File: src/rtl/a2d_slv.sv
// rtl/a2d_slv.sv - SPI slave front end for an eight-channel A2D conversion register file
module a2d_slv #(
    parameter int   SYNC_STAGES = 2,
    parameter logic IDLE_MISO   = 1'b1
) (
    input  logic        clk,
    input  logic        rst,
    input  logic        SS_n,
    input  logic        SCLK,
    input  logic        MOSI,
    output logic        MISO,
    input  logic        ld_en,
    input  logic [2:0]  ld_chnnl,
    input  logic [11:0] ld_val,
    output logic        cmd_vld,
    output logic [15:0] cmd_rcvd,
    output logic        frame_err,
    output logic [2:0]  cur_chnnl
);

    typedef enum logic {IDLE, SHIFT} state_t;

    // Cycles after reset until the synchronizer chain holds real pin values.
    localparam logic [2:0] FLUSH_CYC = 3'(SYNC_STAGES + 1);

    state_t state, next_state;

    logic [SYNC_STAGES-1:0] ss_sync, sclk_sync, mosi_sync;
    logic        ss_d, sclk_d;
    logic        ss_s, sclk_s, mosi_s;
    logic        ss_fall, ss_rise, sclk_fall, sclk_rise;
    logic [2:0]  flush_cnt;
    logic        flushed;
    logic        armed;
    logic        first_fall;
    logic [4:0]  bit_cnt;
    logic [15:0] tx_shft, rx_shft;
    logic [11:0] chan_reg [8];

    assign ss_s   = ss_sync[SYNC_STAGES-1];
    assign sclk_s = sclk_sync[SYNC_STAGES-1];
    assign mosi_s = mosi_sync[SYNC_STAGES-1];

    assign flushed   = (flush_cnt == FLUSH_CYC);
    // A frame may only start once SS_n has been seen idle after reset, so a
    // transfer already running at reset release is ignored.
    assign ss_fall   = armed && (state == IDLE) && ss_d && !ss_s;
    assign ss_rise   = ss_s && !ss_d;
    assign sclk_fall = sclk_d && !sclk_s;
    assign sclk_rise = sclk_s && !sclk_d;

    assign MISO = ((state == SHIFT) && !ss_s) ? tx_shft[15] : IDLE_MISO;

    // Synchronize the asynchronous SPI pins and keep one extra stage for edges.
    always_ff @(posedge clk) begin
        if (rst) begin
            ss_sync   <= '1;
            sclk_sync <= '1;
            mosi_sync <= '1;
            ss_d      <= 1'b1;
            sclk_d    <= 1'b1;
        end else begin
            ss_sync   <= {ss_sync[SYNC_STAGES-2:0], SS_n};
            sclk_sync <= {sclk_sync[SYNC_STAGES-2:0], SCLK};
            mosi_sync <= {mosi_sync[SYNC_STAGES-2:0], MOSI};
            ss_d      <= ss_s;
            sclk_d    <= sclk_s;
        end
    end

    // Frame state register.
    always_ff @(posedge clk) begin
        if (rst) state <= IDLE;
        else     state <= next_state;
    end

    // Frame begins on synchronized SS_n fall and ends on its rise.
    always_comb begin
        next_state = state;
        case (state)
            IDLE:    if (ss_fall) next_state = SHIFT;
            SHIFT:   if (ss_rise) next_state = IDLE;
            default: next_state = IDLE;
        endcase
    end

    // Shift registers, bit counter, channel registers and frame results.
    always_ff @(posedge clk) begin
        if (rst) begin
            flush_cnt  <= 3'd0;
            armed      <= 1'b0;
            first_fall <= 1'b0;
            bit_cnt    <= 5'd0;
            tx_shft    <= 16'h0000;
            rx_shft    <= 16'h0000;
            cmd_rcvd   <= 16'h0000;
            cur_chnnl  <= 3'd0;
            cmd_vld    <= 1'b0;
            frame_err  <= 1'b0;
            for (int i = 0; i < 8; i++) chan_reg[i] <= 12'h000;
        end else begin
            cmd_vld   <= 1'b0;
            frame_err <= 1'b0;
            if (ld_en) chan_reg[ld_chnnl] <= ld_val;
            if (!flushed) flush_cnt <= flush_cnt + 3'd1;
            if (flushed && ss_s && ss_d) armed <= 1'b1;
            if (ss_fall) begin
                tx_shft    <= {4'b0000, ~chan_reg[cur_chnnl]};
                bit_cnt    <= 5'd0;
                first_fall <= 1'b1;
            end else if (state == SHIFT) begin
                if (ss_rise) begin
                    if (bit_cnt == 5'd16) begin
                        cmd_rcvd <= rx_shft;
                        if (rx_shft[15:14] == 2'b00) cur_chnnl <= rx_shft[13:11];
                        cmd_vld <= 1'b1;
                    end else begin
                        frame_err <= 1'b1;
                    end
                end else begin
                    // The first fall only marks the start; bit 15 is already on MISO.
                    if (sclk_fall) begin
                        if (first_fall) first_fall <= 1'b0;
                        else            tx_shft    <= {tx_shft[14:0], 1'b0};
                    end
                    if (sclk_rise) begin
                        rx_shft <= {rx_shft[14:0], mosi_s};
                        if (bit_cnt != 5'd17) bit_cnt <= bit_cnt + 5'd1;
                    end
                end
            end
        end
    end

endmodule

File: config.mk
export PLATFORM = sky130hd
export DESIGN_NAME = a2d_slv
export DESIGN_NICKNAME = d
export VERILOG_FILES = /design/src/rtl/a2d_slv.sv
export SDC_FILE = /design/constraint.sdc
export NUM_CORES = 1
export LEC_CHECK = 0
export CAP_MARGIN = 5
export CELL_PAD_IN_SITES_DETAIL_PLACEMENT = 1
export CELL_PAD_IN_SITES_GLOBAL_PLACEMENT = 1
export CORE_MARGIN = 1
export CORE_UTILIZATION = 44
export CTS_BUF_LIST = sky130_fd_sc_hd__clkbuf_8 sky130_fd_sc_hd__clkbuf_16
export DETAILED_ROUTE_END_ITERATION = 7
export PLACE_DENSITY_LB_ADDON = 0.1
export SKIP_CTS_REPAIR_TIMING = 1
export SYNTH_ARGS = -nofsm -noshare
export SYNTH_HDL_FRONTEND = slang
export SYNTH_SLANG_ARGS = --single-unit
export TNS_END_PERCENT = 10
File: constraint.sdc
create_clock -name clk -period 1.5 [get_ports clk]
set_input_delay 0.15 -clock clk [delete_from_list [all_inputs] [get_ports clk]]
set_output_delay 0.15 -clock clk [all_outputs]
set_load 0.01 [all_outputs]
==> After elaboration in Yosys (flattened, before gate mapping) <==
Memories as Yosys holds them, arrays and structs flattened. A register that Yosys moved wholly into a read port is not among the register bits.
Cells that the tools add are included.
{ "classes": {"n_addsub": 2, "n_mul": 0, "div": 0, "order_cmp": 0, "eq_ne": 5, "n_shift": 0, "n_mux": 25, "bitwise": 5, "reduce_logical": 26} }
{ "op_table": {"columns": ["operator", "n"], "rows": [
  ["two-way mux 12 bit", 6],
  ["AND reduction 4 bit", 5],
  ["two-way mux 1 bit", 15],
  ["NOT 12 bit", 1],
  ["OR reduction 12 bit", 1],
  ["logical AND 1 bit", 9],
  ["two-way mux 3 bit", 3],
  ["adder 5 x 1 -> 5 bit (second input constant)", 1],
  ["== test 5 bit (second input constant)", 1],
  ["inequality test 5 bit (second input constant)", 1],
  ["AND reduction 5 bit", 1],
  ["zero test 1 bit", 4],
  ["inequality test 2 bit (second input constant)", 2],
  ["NOT 1 bit", 4],
  ["nonzero test 2 bit", 2],
  ["OR reduction 4 bit", 1],
  ["adder 3 x 1 -> 3 bit (second input constant)", 1],
  ["== test 3 x 2 -> 1 bit (second input constant)", 1],
  ["AND reduction 3 bit", 1],
  ["zero test 2 bit", 1],
  ["one-hot mux 1 bit (2 select lines)", 1],
  ["OR reduction 2 bit", 1]
]} }
{ "totals": {"reg_bits": 72, "latchBits": 0, "ramBits": 96, "romBits": 0, "in_bits": 21, "out_inout_bits": 22, "word_cells": 81, "n_memories": 1} }
{ "mem_list": {"columns": ["name", "words", "width", "read_ports", "rd_ports_with_merged_regs", "write_ports", "line_no", "source"], "rows": [
  ["chan_reg", 8, 12, 1, 1, 8, "38", "logic [11:0] chan_reg [8];"]
]} }

==> Logic depth before layout (Yosys ltp) <==
{ "logic_depth": {"word_depth": 8, "mapped_depth": 8, "ltp_nobuf": 6} }

==> Worst setup path after synthesis <==
OpenSTA, ideal clock, no wires.
{ "synth_timing": {"path_kind": "register -> register", "start": "register with a tool-made name", "end": "register tx_shft[2]", "setup_ps": 80, "t_arrival_ps": 1547, "slack_ps": -126, "stages_incl_launch_ff": 6, "path_buffers": 2, "period_less_slack_ps": 1626, "cell_sequence": "dfxtp_1 -> clkbuf_1 -> buf_1 -> mux4_2 -> a22o_1 -> a211oi_2"} }
{ "synth_lines": {"columns": ["item", "line_no", "source"], "rows": [
  ["end signal, assigned", "108", "tx_shft <= {4'b0000, ~chan_reg[cur_chnnl]};"],
  ["end signal, assigned", "124", "else tx_shft <= {tx_shft[14:0], 1'b0};"],
  ["end, declared", "37", "logic [15:0] tx_shft, rx_shft;"]
]} }

==> impl_metrics.py <==
metrics = {
    "clock_tree": {
        "clock_latency_ps": 430,
        "cts_buffers": 17,
        "cts_buffer_depth": 2,
        "clock_sinks": 171,
        "clk_pin_slew_ps": 70,
        "cts_tree": "yes",
        "ctsRootBufferMaster": "clkbuf_16",
        "ctsHtreeMaxLevel": 4,
    },
    "routing": {
        "vias": 4620,
        "routed_wl_um": 16600,
        "first_pass_iters": 4,
        "viasPerCell": 5.23,
        "wl_per_cell_um": 18.8,
        "ant_nets": 0,
        "drc": 0,
        "drt_iter0_markers": 227,
    },
    "logic_synthesis": {
        "synthArstFlopShare_pct": 0,
        "synth_area_leaders": "edfxtp_1, dfxtp_1, and2_1",
        "synth_seq_area_share_pct": 60.9,
        "synth.avg_cell_area_sq_um": 12.6,
        "ys.flop_type": "edfxtp_1",
        "syn-num-nets": 599,
        "ys_ff_latch": 171,
        "synth_edf_count": 96,
        "yosys_warnings": 0,
        "syn_inst": 573,
        "synth.distinct_cells": 42,
        "syn_area_sq_mm": 0.00720,
        "synth_area_leader_cell": "edfxtp_1",
        "synth_top_area_share_pct": 40.0,
    },
    "layout": {
        "largest_reg_flops": 96,
        "nNetsFinal": 680,
        "diodes": 0,
        "final_common_cell": "and2_1",
        "drive_gt1_share_pct": 23.8,
        "fin_util_pct": 56.4,
        "layout_common_cells": "and2_1, edfxtp_1, dfxtp_1",
        "area_growth_pct": 24.8,
    },
    "hold_path": {
        "whs_path_depth": 3,
        "hold_path_class": "in2reg",
    },
    "sta": {
        "finClkSkew_ps": 6.74,
        "max_slew.worst_pin.slew_ps": 585,
        "hold_viol": 0,
        "rsz0062_at_grt": "true",
        "layout_setup_ws_ps": -206,
        "fmax_ghz": 0.586,
        "fin_crit_sh_pct": 114,
        "slew_headroom_pct": 61.0,
        "setup_tns_ps": -1800,
        "report.final.slew_viol_count": 0,
        "period_minus_slack_ps": 1710,
        "setup_viol": 13,
    },
    "worst_setup_path": {
        "critical-path-slowest-cell": "mux4_2",
        "ff2ff_path_depth": 6,
        "cp_cell_sequence": "buf_12 -> buf_12 -> mux4_2 -> nor2_2 -> a21oi_2 -> a311oi_2",
        "slowest_delay_ps": 540,
        "cp_max_fo": 8,
        "crit_required_ps": 1840,
        "crit_type": "reg2reg",
        "critPathLaunchType": "register",
        "cp.arrival_ps": 2040,
        "cpMostUsedCell": "buf_12",
        "crit_path_end_kind": "register",
    },
    "status": {
        "outcome": "finished, violations left",
        "violations": "negative setup slack",
    },
    "die": {
        "fp.dieH_um": 130,
        "start_util_pct": 45.2,
        "die_w_um": 130,
        "ioPinCount": 43,
        "fp.coreArea_sq_mm": 0.0159,
        "die_area_sq_mm": 0.0169,
        "placementRows": 46,
    },
    "grt": {
        "grt_pass1_vias": 4834,
        "grt_usage_pct": 21.3,
        "busiest_layer": "met2",
        "antenna_found_initial": 0,
        "overflow": 0,
        "grt_pass1_wl_um": 25800,
        "grt_max_degree": 43,
        "grt_util_met2_pct": 39.4,
        "globalRouteMet1Util_pct": 24.2,
        "gr-usage-met3_pct": 4.43,
    },
    "pwr": {
        "irDropWorstVdd_v": 0.000907,
        "total_power_mw": 10.2,
        "p_leak_nw": 3.40,
        "power_density_mw_per_mm2": 1130,
    },
    "placement": {
        "hpwl_um": 11100,
        "gp_congestion": 0.761,
        "place_ws_ps": -574,
        "io_buffer_count": 42,
    },
    "run": {
        "maxCapViolCount": 0,
    },
}
-- final cells by class --
| class | count | area (sq um) |
|---|---|---|
| fillers | 1648 | 6960 |
| well taps | 216 | 270 |
| repair buffers | 97 | 1040 |
| flip-flops and latches | 171 | 4400 |
| clock buffers | 17 | 425 |
| clock inverters | 15 | 175 |
| multi-input cells | 363 | 2660 |
| inverters | 4 | 15.0 |
-- stage by stage --
step                      hold WS, ps  cell area, sq um  std cells
after floorplan                   254              7200        573
after detailed placement          400              8250        847
final                             238              8980        883
after global placement            396              8250        847
after global routing              248              8980        883
after CTS                         234              8850        879
-- report_power, final --
part | total, mW | internal (mW) | switching, mW | leakage [nW]
sequential | 5.21 | 5.14 | 0.0665 | 1.53
combinational | 0.501 | 0.240 | 0.261 | 1.58
clock | 4.49 | 2.62 | 1.87 | 0.287
-- cells by family after synthesis --
logic type | count (synthesis) | share of synthesized area, %
xor+xnor | 2 | 0.243
simple gates | 240 | 18.0
mux | 42 | 10.4
fa+ha+maj | 5 | 0.869
buf+inv | 39 | 2.74
compound gates | 74 | 6.90
flops | 171 | 60.9
-- Yosys cell counts, types with 6 or more instances --
| cell type | count |
|---|---|
| a211oi_2 | 10 |
| a21oi_1 | 45 |
| a22o_1 | 11 |
| and2_1 | 98 |
| buf_2 | 10 |
| clkbuf_1 | 19 |
| dfxtp_1 | 75 |
| edfxtp_1 | 96 |
| mux2i_1 | 19 |
| mux4_1 | 10 |
| mux4_2 | 13 |
| nand2_1 | 58 |
| nand3_1 | 6 |
| nor2_1 | 35 |
| or2_2 | 17 |
-- worst max-delay path, delay by kind of cell, from the launching register on --
kind                   cells  cell delay (ps)
DFF                        1              380
muxes                      1              540
AOI/OAI and AO/OA          2              290
and+or+nand+nor            1              120
buffers and inverters      2              280
-- per-layer routing --
metal  share of wire [%]  routed length [um]  vias to the layer above
met5                   0                   0                        -
met4                 1.7                 280                        0
met3                 2.8                 459                       21
met2                  55                9120                       67
met1                  41                6710                     2343
li1                    -                   -                     2189
-- path summary, 6_finish.rpt --
path / from / end / slack, ps
worst max-delay path: register / tx_shft[0]$_SDFFE_PP0P_ / -210
worst min-delay path: rst / armed$_SDFFE_PP0P_ / 240
worst max register to register: register / tx_shft[0]$_SDFFE_PP0P_ / -210
worst min register to register: mosi_sync[0]$_SDFF_PP1_ / mosi_sync[1]$_SDFF_PP1_ / 410
Note: power is estimated with default switching activity, not from simulation.
